File: src/rtl/sdram_initiator.sv
// Single-outstanding request bridge from a 16-bit halfword core port to a 32-bit SDRAM-style responder.
// One request at a time: IDLE accepts it, ACCESS drives the strobe until acknowledge or timeout, RESP holds the response until the core takes it.
module sdram_initiator #(
    parameter int TIMEOUT = 1023
) (
    input  logic        clk,
    input  logic        reset_n,
    input  logic        req_valid,
    output logic        req_ready,
    input  logic        req_write,
    input  logic [22:0] req_addr,
    input  logic [1:0]  req_be,
    input  logic [15:0] req_wdata,
    output logic        rsp_valid,
    input  logic        rsp_ready,
    output logic [15:0] rsp_rdata,
    output logic        rsp_error,
    output logic [21:0] sdram_address,
    output logic [3:0]  sdram_byte_enable,
    output logic        sdram_read,
    output logic        sdram_write,
    output logic [31:0] sdram_write_data,
    input  logic        sdram_acknowledge,
    input  logic [31:0] sdram_read_data
);

    localparam logic [1:0] S_IDLE   = 2'd0;
    localparam logic [1:0] S_ACCESS = 2'd1;
    localparam logic [1:0] S_RESP   = 2'd2;

    localparam int             CW     = (TIMEOUT > 0) ? $clog2(TIMEOUT + 1) : 1;
    localparam logic [CW-1:0]  TO_VAL = CW'(TIMEOUT);

    logic [1:0]    state_q, state_d;
    logic          write_q, write_d;
    logic          half_q, half_d;
    logic [21:0]   addr_q, addr_d;
    logic [3:0]    be_q, be_d;
    logic [31:0]   wdata_q, wdata_d;
    logic [CW-1:0] cnt_q, cnt_d;
    logic [15:0]   rdata_q, rdata_d;
    logic          error_q, error_d;

    always_comb begin
        // NOTE: every next-state signal starts as a copy of its register so no path leaves it unassigned (no latches).
        state_d = state_q;
        write_d = write_q;
        half_d  = half_q;
        addr_d  = addr_q;
        be_d    = be_q;
        wdata_d = wdata_q;
        cnt_d   = cnt_q;
        rdata_d = rdata_q;
        error_d = error_q;

        case (state_q)
            S_IDLE: begin
                if (req_valid) begin
                    state_d = S_ACCESS;
                    write_d = req_write;
                    half_d  = req_addr[0];
                    addr_d  = req_addr[22:1];
                    be_d    = req_addr[0] ? {req_be, 2'b00} : {2'b00, req_be};
                    wdata_d = {req_wdata, req_wdata};
                    cnt_d   = '0;
                end
            end
            S_ACCESS: begin
                // Acknowledge is tested first so it wins over a timeout in the same cycle.
                if (sdram_acknowledge) begin
                    state_d = S_RESP;
                    error_d = 1'b0;
                    if (write_q)     rdata_d = '0;
                    else if (half_q) rdata_d = sdram_read_data[31:16];
                    else             rdata_d = sdram_read_data[15:0];
                end else if ((TIMEOUT != 0) && (cnt_q == TO_VAL)) begin
                    state_d = S_RESP;
                    error_d = 1'b1;
                    rdata_d = '0;
                end else begin
                    cnt_d = cnt_q + CW'(1);
                end
            end
            S_RESP: begin
                if (rsp_ready) state_d = S_IDLE;
            end
            default: state_d = S_IDLE;
        endcase
    end

    // NOTE: sequential state uses non-blocking assignments so all registers update together at the edge.
    always_ff @(posedge clk or negedge reset_n) begin
        if (!reset_n) begin
            state_q <= S_IDLE;
            write_q <= 1'b0;
            half_q  <= 1'b0;
            addr_q  <= '0;
            be_q    <= '0;
            wdata_q <= '0;
            cnt_q   <= '0;
            rdata_q <= '0;
            error_q <= 1'b0;
        end else begin
            state_q <= state_d;
            write_q <= write_d;
            half_q  <= half_d;
            addr_q  <= addr_d;
            be_q    <= be_d;
            wdata_q <= wdata_d;
            cnt_q   <= cnt_d;
            rdata_q <= rdata_d;
            error_q <= error_d;
        end
    end

    assign req_ready         = (state_q == S_IDLE);
    assign rsp_valid         = (state_q == S_RESP);
    assign rsp_rdata         = rdata_q;
    assign rsp_error         = error_q;
    assign sdram_read        = (state_q == S_ACCESS) && !write_q;
    assign sdram_write       = (state_q == S_ACCESS) && write_q;
    assign sdram_address     = addr_q;
    assign sdram_byte_enable = be_q;
    assign sdram_write_data  = wdata_q;

endmodule

File: config.mk
export PLATFORM = sky130hd
export DESIGN_NAME = sdram_initiator
export DESIGN_NICKNAME = d
export VERILOG_FILES = /design/src/rtl/sdram_initiator.sv
export SDC_FILE = /design/constraint.sdc
export NUM_CORES = 1
export LEC_CHECK = 0
export CORE_MARGIN = 3
export CORE_UTILIZATION = 30
export CTS_BUF_LIST = sky130_fd_sc_hd__clkbuf_8
export CTS_CLUSTER_SIZE = 25
export DETAILED_ROUTE_END_ITERATION = 6
export GPL_TIMING_DRIVEN = 1
export PLACE_DENSITY = 0.64
export SETUP_SLACK_MARGIN = 0.2
export SKIP_CTS_REPAIR_TIMING = 1
export SLEW_MARGIN = 25
export SYNTH_ARGS = -nofsm -noshare
export SYNTH_HDL_FRONTEND = slang
export SYNTH_SLANG_ARGS = --single-unit
export TNS_END_PERCENT = 1
File: constraint.sdc
create_clock -name clk -period 2 [get_ports clk]
set_input_delay 0.3 -clock clk [delete_from_list [all_inputs] [get_ports clk]]
set_output_delay 0.3 -clock clk [all_outputs]
set_load 0.02 [all_outputs]
==> results.md, run 1 <==
- Busiest metal layer after global routing: met2
- Fmax achieved: 514.7 MHz
- CTS tree: built
- Post-synth top area share: 57.41%
- Top cells by area, synth: dfrtp_1 57%, nand2_1 16%, mux2i_1 5.3%, o2bb2ai_1 4.4%, buf_4 3.8%
- CP Capture Type: output port
- Initial antenna violation count: 0
- Worst path slowest cell: clkdlybuf4s50_1
- Critical Path AT: between 1.5 and 2 ns
- Leakage power: 0.002383 uW
- Core area: 10,040 sq um
- Maximum VDD drop: 0.6122 mV
- Post-DRT Antenna Nets: 0
- WL/cell: 14.10 microns
- Cell Chain, Critical Path: nor2_2 > clkdlybuf4s50_1
- Slew HR: between 70% and 80%
- Hold crit path type: in -> async
- Final instance area: approximately 5100 sq um
- Seq cells post-synth: 73
- Placed Cells incl. Taps: ~600
- Largest net degree at the start of global routing: 42
- Synth Warn #: 0
- Slew Limit Fails: 0
- Syn Nets: 410
- Nets: 560
- Commonest non-fill, non-tap cell in the layout: clkdlybuf4s50_1
- Vias per inst: approximately 4.5
- DP Area: 4857 sq um
- Clk slew on worst S/H paths: about 0.070 ns
- Worst path buffer plus inverter count: 1
- Post-route DRC violation count: 0
- Layout cells sized above 1: 7.645%
- Io pins: about 160
- Die ar.: 11,880 sq um
- Tcrit/Tclk final: 97.14%
- H-tree levels: 3
- Avg Cell Area, Syn: 9.642 sq um
- Worst path required time: around 1.7 ns
- Asr flop ratio synth: between 90% and 100%
- Final setup viols: 0
- DPL Wire Length: 6551 microns
- Power density cells: 1507 nW/um^2
- WS Path Type: reg -> out
- Chip Width: 109.0 microns
- Status: finished clean
- Crit path time final: 1.943 ns
- DRT Pass-1 Iters: 4
- Effective utilization at floorplan: around a third
- Worst skew pair latency: 0.34 ns
- Met2 usage: 24.08%
- Place WS: 0.08320 ns
- Vias in the first global route: 2,845
- Chip height: 109.0 microns
- All-Layer GR Usage: approximately 15%
- Final Hold Vio Count: 0
- RSZ-0062 raised after global routing: yes
- Root Buffer Master: clkbuf_8
- FILL cells: 948
- Main synth FF type: dfrtp_1
- Largest area contributor in the netlist: dfrtp_1
- Distinct cells, synth: 32
- Setup crit start kind: flop
- Met1 Use GR: 18.65%
- Clock Sinks: 73
- DRT Wirelength: 8700 microns
- GRT Residual Overflow: 0
- Max_cap viols: 0
- Clock Skews: 0.004884 ns
- Met3 usage: under 10%
- EDFF count, synth: 0
- Ant. Diodes: 0
- Max Root-Sink Buffers: 2
- Crit-path max cell delay: 0.64 ns
- Cells after Synth: 330
- Worst path top cell family by delay: buffers and inverters
- # port buffers: 157
- Multi-input gate area: 1184 sq um
- Final setup margin: 0.05721 ns
- Overall Power: 7713 uW
- Register area: 1827 sq um
- Mapped cell area: roughly 3200 sq um
- Worst-path fanout max: 5
- CTS Buf Count: 9
- Sequential share of the synthesized area: 57.41%
- Fin cells: between 600 and 700
- Vias: 2,778
- FP Rows: 36
- Final core occ: 50.96%
- Commonest cells after routing, fill and taps aside: 153 x clkdlybuf4s50_1, 132 x nand2_1, 73 x dfrtp_1
- Initial drt markers: 89
- P&R area growth vs syn: 60.87%
- Placer Congestion: 0.7856
- Worst-Margin Slew: 0.4099 ns
- Global-route wire length before repair: between 10,000 and 15,000 microns
[cells by family (layout without fill, tap and decap cells)]
logic type	after synthesis	count (layout)	share of synthesized area, %
AO/OA/AOI/OAI	35	35	8.022
XOR/XNOR	1	1	0.2753
adder cells (fa/ha/maj)	1	1	0.3932
buffers and inverters	34	188	5.977
flip-flops	73	73	57.41
multiplexers	17	17	5.348
AND/OR/NAND/NOR	169	169	22.57
[cell type report]
| type | count | area share [%] |
|---|---|---|
| Timing Repair Buffer | 170 | 33.24 |
| Sequential cell | 73 | 35.69 |
| Multi-Input combinational cell | 223 | 23.12 |
| Clock buffer | 12 | 3.227 |
| Clock inverter | 3 | 1.247 |
| Inverter | 3 | 0.2200 |
| Tap cell | 133 | 3.251 |
[metal layers]
metal  vias up  part of all wire (%)
met1      1310                    42
met3        13                   8.3
met5         -                     0
li1       1369                     -
met2        86                    49
met4         0                   1.5
[where the power goes]
part | switching, uW | internal [uW] | leakage (uW)
registers | 376 | 2070 | 0.000930
clock network | 521 | 794 | 0.000120
logic | 2070 | 1880 | 0.00133
[worst register-to-register path, cell delays in order, from the launching register on]
cell	delay, ns
dfrtp_1	0.42
nand4_1	0.28
or2_2	0.38
o311ai_0	0.32
o31ai_1	0.13
[metrics by stage]
stage,setup TNS (ns),hold slack [ns]
floorplan,0,0.004409
global placement,0,0.2654
detailed placement,0,0.2679
CTS,-0.02988,-0.1140
global route,0,0.4534
finish,0,0.4332
[worst paths after layout]
kind                            slack, ns  cells past startpoint                               end                              from
worst max-delay path                 0.06                      2                         req_ready            state_q[1]$_DFFE_PN0P_
worst min-delay path                 0.43                      2              cnt_q[5]$_DFFE_PN0P_                           reset_n
worst max register to register       0.35                      4              cnt_q[9]$_DFFE_PN0P_              cnt_q[4]$_DFFE_PN0P_
worst min register to register       0.47                      2  sdram_byte_enable[1]$_DFFE_PN0P_  sdram_byte_enable[1]$_DFFE_PN0P_
max in group asynchronous            1.00                      3     sdram_address[18]$_DFFE_PN0P_                           reset_n
min in group clk                     0.47                      2  sdram_byte_enable[1]$_DFFE_PN0P_  sdram_byte_enable[1]$_DFFE_PN0P_
[Yosys cell counts, drive strengths merged (2+ instances only)]
library cell  count
nand2           133
dfrtp            73
buf              18
mux2i            17
o2bb2ai          16
clkbuf           13
nand3             8
nor2              7
o21ai             7
a21oi             6
inv               3
nand2b            3
nand3b            3
o31ai             3
and2              2
and3              2
nand4             2
nor3              2
or3               2
[flip-flops by register name, summed over array words and instances, names as in the netlist]
signal	flops
cnt_q	10
half_q	1
rsp_error	1
rsp_rdata	16
sdram_address	22
sdram_byte_enable	4
sdram_write_data	16
state_q	2
write_q	1
Power figures use the tool's default switching activity.
==> inputs of run 2 (changes only) <==
--- a/config.mk
+++ b/config.mk
@@ -6,12 +6,11 @@
 export NUM_CORES = 1
 export LEC_CHECK = 0
 export CORE_MARGIN = 3
-export CORE_UTILIZATION = 30
+export CORE_UTILIZATION = 42
 export CTS_BUF_LIST = sky130_fd_sc_hd__clkbuf_8
-export CTS_CLUSTER_SIZE = 25
+export CTS_CLUSTER_SIZE = 8
 export DETAILED_ROUTE_END_ITERATION = 6
-export GPL_TIMING_DRIVEN = 1
-export PLACE_DENSITY = 0.64
+export PLACE_DENSITY = 0.84
 export SETUP_SLACK_MARGIN = 0.2
 export SKIP_CTS_REPAIR_TIMING = 1
 export SLEW_MARGIN = 25
==> results.md, run 2 (same netlist as run 1, synthesis figures left out) <==
- Initial drt markers: 122
- Leakage power: 0.002384 uW
- Power density cells: 1516 nW/um^2
- Initial antenna violation count: 0
- Multi-input gate area: about 1200 sq um
- Commonest cells after routing, fill and taps aside: 152 x clkdlybuf4s50_1, 133 x nand2_1, 72 x dfrtp_1
- Clock Skews: 0.006682 ns
- CTS Buf Count: 9
- FILL cells: between 500 and 600
- Cell Chain, Critical Path: nand4_1 > or2_2 > o311ai_0 > o31ai_1
- Vias: 2,825
- Final setup margin: 0.2223 ns
- Largest net degree at the start of global routing: 47
- Worst path top cell family by delay: simple AND/OR/NAND/NOR gates
- Io pins: 158
- Worst path required time: 2.20 ns
- Worst-path fanout max: 6
- Ant. Diodes: 0
- DPL Wire Length: 6512 microns
- Tcrit/Tclk final: 88.89%
- Chip height: 93.04 microns
- Met1 WL: 3666 microns
- Global-route wire length before repair: 14,190 microns
- Status: finished clean
- Clock Sinks: 73
- GRT Residual Overflow: 0
- CP Capture Type: flop
- Effective utilization at floorplan: 43.63%
- Crit path time final: roughly 1.8 ns
- Die ar.: 8656 sq um
- Placed Cells incl. Taps: between 500 and 600
- Clk slew on worst S/H paths: around 0.08 ns
- Worst-Margin Slew: 0.4818 ns
- RSZ-0062 raised after global routing: yes
- Max_cap viols: 0
- Final setup viols: 0
- Max Root-Sink Buffers: 2
- Register area: 1828 sq um
- Maximum VDD drop: between 0.7 and 0.8 mV
- Reg2reg path depth: 4
- Layout cells sized above 1: 7.819%
- Hold crit path type: in -> async
- Final Hold Vio Count: 0
- Worst R2R Setup Slack: between 0.2 and 0.25 ns
- P&R area growth vs syn: 59.58%
- Nets: 561
- Core area: 7292 sq um
- FP Rows: 31
- Slew Limit Fails: 0
- Place WS: 0.07827 ns
- Worst path slowest cell: dfrtp_1
- WL/cell: 15.16 microns
- Max FFs per register: 22
- DRT Wirelength: 8870 microns
- CTS tree: built
- DRT Pass-1 Iters: 4
- Slew HR: 67.76%
- Met3 wire length: 735 microns
- Worst skew pair latency: 0.34 ns
- Highest Signal Layer: met4
- Commonest non-fill, non-tap cell in the layout: clkdlybuf4s50_1
- Fin cells: 585
- Worst R2R Start: cnt_q[4]$_DFFE_PN0P_
- Post-DRT Antenna Nets: 0
- Post-route DRC violation count: 0
- Crit. path cell count: 4
- H-tree levels: 3
- Worst path buffer plus inverter count: 0
- Routed met2 length: 4439 microns
- Vias per inst: 4.829
- Vias in the first global route: 2,818
- Crit Reg-Reg Endpoint: cnt_q[9]$_DFFE_PN0P_
- Critical Path AT: between 1.5 and 2 ns
- Fmax achieved: 562.5 MHz
- # port buffers: 157
- Placer Congestion: 0.8183
- Chip Width: 93.04 microns
- WS Path Type: reg -> reg
- Fin Setup TNS: 0 ns
- Setup crit start: cnt_q[4]$_DFFE_PN0P_
- Setup crit start kind: flop
- All-Layer GR Usage: between 20 and 25%
- Root Buffer Master: clkbuf_8
- CP endpoint: cnt_q[9]$_DFFE_PN0P_
- Crit-path max cell delay: 0.43 ns
## run 2: changes by cell type in the layout (fill, tap and decap cells not counted), sizes merged
| cell | previous run | this run |
|---|---|---|
| clkbuf | 12 | 9 |
| inv | 4 | 3 |
| clkdlybuf4s50 | 153 | 152 |
| dlymetal6s2s | 3 | 4 |
| clkinv | 0 | 4 |
| buf | 13 | 14 |
| clkinvlp | 0 | 1 |
## run 2: worst min path at each step
stage	slack, ns	to	depth (start not counted)
final	0.41	cnt_q[7]$_DFFE_PN0P_	2
after global routing	0.45	cnt_q[5]$_DFFE_PN0P_	2
after CTS	-0.13	cnt_q[7]$_DFFE_PN0P_	1
after detailed placement	0.25	cnt_q[7]$_DFFE_PN0P_	1
after global placement	0.24	cnt_q[5]$_DFFE_PN0P_	1
after floorplan	0.004	cnt_q[0]$_DFFE_PN0P_	0
## run 2: per-layer routing
| layer | vias up | track usage, % |
|---|---|---|
| li1 | 1366 | - |
| met5 | - | 0 |
| met3 | 4 | 7.965 |
| met4 | 0 | 3.541 |
| met1 | 1347 | 26.80 |
| met2 | 108 | 33.11 |
## run 2: area by class of cell
| class | count | share of cell area (%) |
|---|---|---|
| Clock inverter | 7 | 1.873 |
| Timing Repair Buffer | 171 | 33.71 |
| Inverter | 3 | 0.2218 |
| Sequential cell | 73 | 36.00 |
| Tap cell | 99 | 2.440 |
| Clock buffer | 9 | 2.440 |
| Multi-Input combinational cell | 223 | 23.31 |
## run 2: stage by stage
step	util (%)	total power [uW]	area, sq um	hold WS (ns)
5_1_grt	69.63	8170	5077	0.4458
4_1_cts	69.10	7776	5039	-0.1293
3_5_place_dp	66.09	6483	4820	0.2453
3_3_place_gp	66.09	6367	4820	0.2398
2_1_floorplan	-	4604	3182	0.004409
6_report	69.63	7697	5077	0.4114
## run 2: power breakdown
group          switching (uW)  internal (uW)  total (uW)  leakage [uW]
Combinational            2090           1880        3970       0.00135
Clock                     549            702        1250      0.000109
Sequential                398           2070        2470      0.000928
==> inputs of run 3 (changes only) <==
--- a/config.mk
+++ b/config.mk
@@ -5,6 +5,7 @@
 export SDC_FILE = /design/constraint.sdc
 export NUM_CORES = 1
 export LEC_CHECK = 0
+export CORE_ASPECT_RATIO = 1.5
 export CORE_MARGIN = 3
 export CORE_UTILIZATION = 42
 export CTS_BUF_LIST = sky130_fd_sc_hd__clkbuf_8
==> results.md, run 3 (same netlist as run 1, synthesis figures left out) <==
- Setup crit start kind: flop
- Worst-path fanout max: 6
- Worst path required time: 2.21 ns
- Die ar.: 8678 sq um
- Worst-Margin Slew: 0.5238 ns
- Initial antenna violation count: 0
- Post-route DRC violation count: 0
- DRT Wirelength: 8298 microns
- Worst R2R Start: cnt_q[4]$_DFFE_PN0P_
- H-tree levels: 3
- Fin Setup TNS: 0 ns
- Global-route wire length before repair: 13,810 microns
- CP Capture Type: flop
- P&R area growth vs syn: 56.63%
- DP Area: between 4000 and 5000 sq um
- Overall Power: ~7300 uW
- Crit path time final: 1.681 ns
- Hold slack: 0.3836 ns
- Commonest cells after routing, fill and taps aside: 152 x clkdlybuf4s50_1, 133 x nand2_1, 73 x dfrtp_1
- Placed Cells incl. Taps: 567
- Tcrit/Tclk final: between 80 and 90%
- Worst skew pair latency: 0.34 ns
- Clock Skews: 0.005328 ns
- DPL Wire Length: 6215 microns
- Chip height: 112.6 microns
- DRT Pass-1 Iters: 4
- GRT Residual Overflow: 0
- Ant. Diodes: 0
- Maximum VDD drop: 0.9083 mV
- CTS tree: built
- Max FFs per register: 22
- Clock Sinks: 73
- Clk slew on worst S/H paths: approximately 0.070 ns
- Vias per inst: 4.795
- WS Path Type: reg -> reg
- WL/cell: 14.31 microns
- Worst R2R Setup Slack: roughly 0.32 ns
- Commonest non-fill, non-tap cell in the layout: clkdlybuf4s50_1
- FILL cells: 640
- Slew HR: 64.78%
- Largest net degree at the start of global routing: 52
- Final setup viols: 0
- Crit Reg-Reg Endpoint: cnt_q[9]$_DFFE_PN0P_
- CTS Buf Count: 9
- Layout cells sized above 1: 6.250%
- Io pins: 158
- Slew Limit Fails: 0
- FP Rows: 38
- Root Buffer Master: clkbuf_8
- Initial drt markers: about 140
- Critical Path AT: 1.89 ns
- Reg2reg path depth: 4
- RSZ-0062 raised after global routing: no
- All-Layer GR Usage: between 20% and 30%
- Max_cap viols: 0
- Fmax achieved: 594.8 MHz
- Post-DRT Antenna Nets: 0
- Hold crit path type: in -> async
- # port buffers: 157
- Final instance area: 4984 sq um
- Final Hold Vio Count: 0
- Max Root-Sink Buffers: 2
- Nets: 559
- Fin cells: 580
- Vias in the first global route: 2,791
- Status: finished clean
- Core area: 7322 sq um
- Chip Width: roughly 77 microns
- Placer Congestion: 0.8329
- Effective utilization at floorplan: 43.46%
- Leakage power: 0.002347 uW
- Vias: 2,781
- Power density cells: 1463 nW/um^2
==> run 3: critical path, cell delays in order, from the launching register on <==
cell	delay, ns
dfrtp_1	0.42
nand4_1	0.29
or2_2	0.38
o311ai_0	0.33
o31ai_1	0.12
==> run 3: how the worst max path moves through the flow <==
| stage | from | to | slack (ns) |
|---|---|---|---|
| 5_1_grt | cnt_q[0]$_DFFE_PN0P_ | cnt_q[0]$_DFFE_PN0P_ | 0.21 |
| 4_1_cts | state_q[1]$_DFFE_PN0P_ | sdram_write | -0.03 |
| 2_1_floorplan | cnt_q[0]$_DFFE_PN0P_ | rsp_rdata[10]$_DFFE_PN0P_ | 0.36 |
| 3_3_place_gp | sdram_acknowledge | cnt_q[7]$_DFFE_PN0P_ | 0.12 |
| 3_5_place_dp | sdram_acknowledge | cnt_q[7]$_DFFE_PN0P_ | 0.05 |
| 6_report | cnt_q[4]$_DFFE_PN0P_ | cnt_q[9]$_DFFE_PN0P_ | 0.32 |
==> run 3: cell type report <==
class | count | area (sq um) | share of cell area [%]
clock buffers | 9 | 123.9 | 2.486
clock inverters | 3 | 13.76 | 0.2762
inverters | 3 | 11.26 | 0.2260
multi-input cells | 223 | 1174 | 23.55
flip-flops and latches | 73 | 1827 | 36.66
well taps | 100 | 125.1 | 2.511
repair buffers | 169 | 1709 | 34.30
==> run 3: metal layers <==
metal	share of wire (%)	up-vias	wire [microns]	GRT usage, %
met5	0	-	0	0
met4	1.6	0	131	7.126
met3	8.4	9	699	8.347
met2	51	111	4211	33.64
met1	39	1292	3256	23.24
li1	-	1369	-	-
==> run 3: where the power goes <==
group	leakage [uW]	internal, uW	total (uW)	switching [uW]
clock	0.0000779	413	888	476
sequential	0.000930	2070	2460	384
combinational	0.00134	1890	3940	2060
total	0.00235	4370	7290	2920
==> run 3: metrics by stage <==
stage | setup slack, ns | util, %
floorplan | 0.3631 | -
global placement | 0.1243 | 65.81
detailed placement | 0.05470 | 65.81
CTS | -0.03447 | 67.69
global route | 0.2086 | 68.06
finish | 0.3189 | 68.06
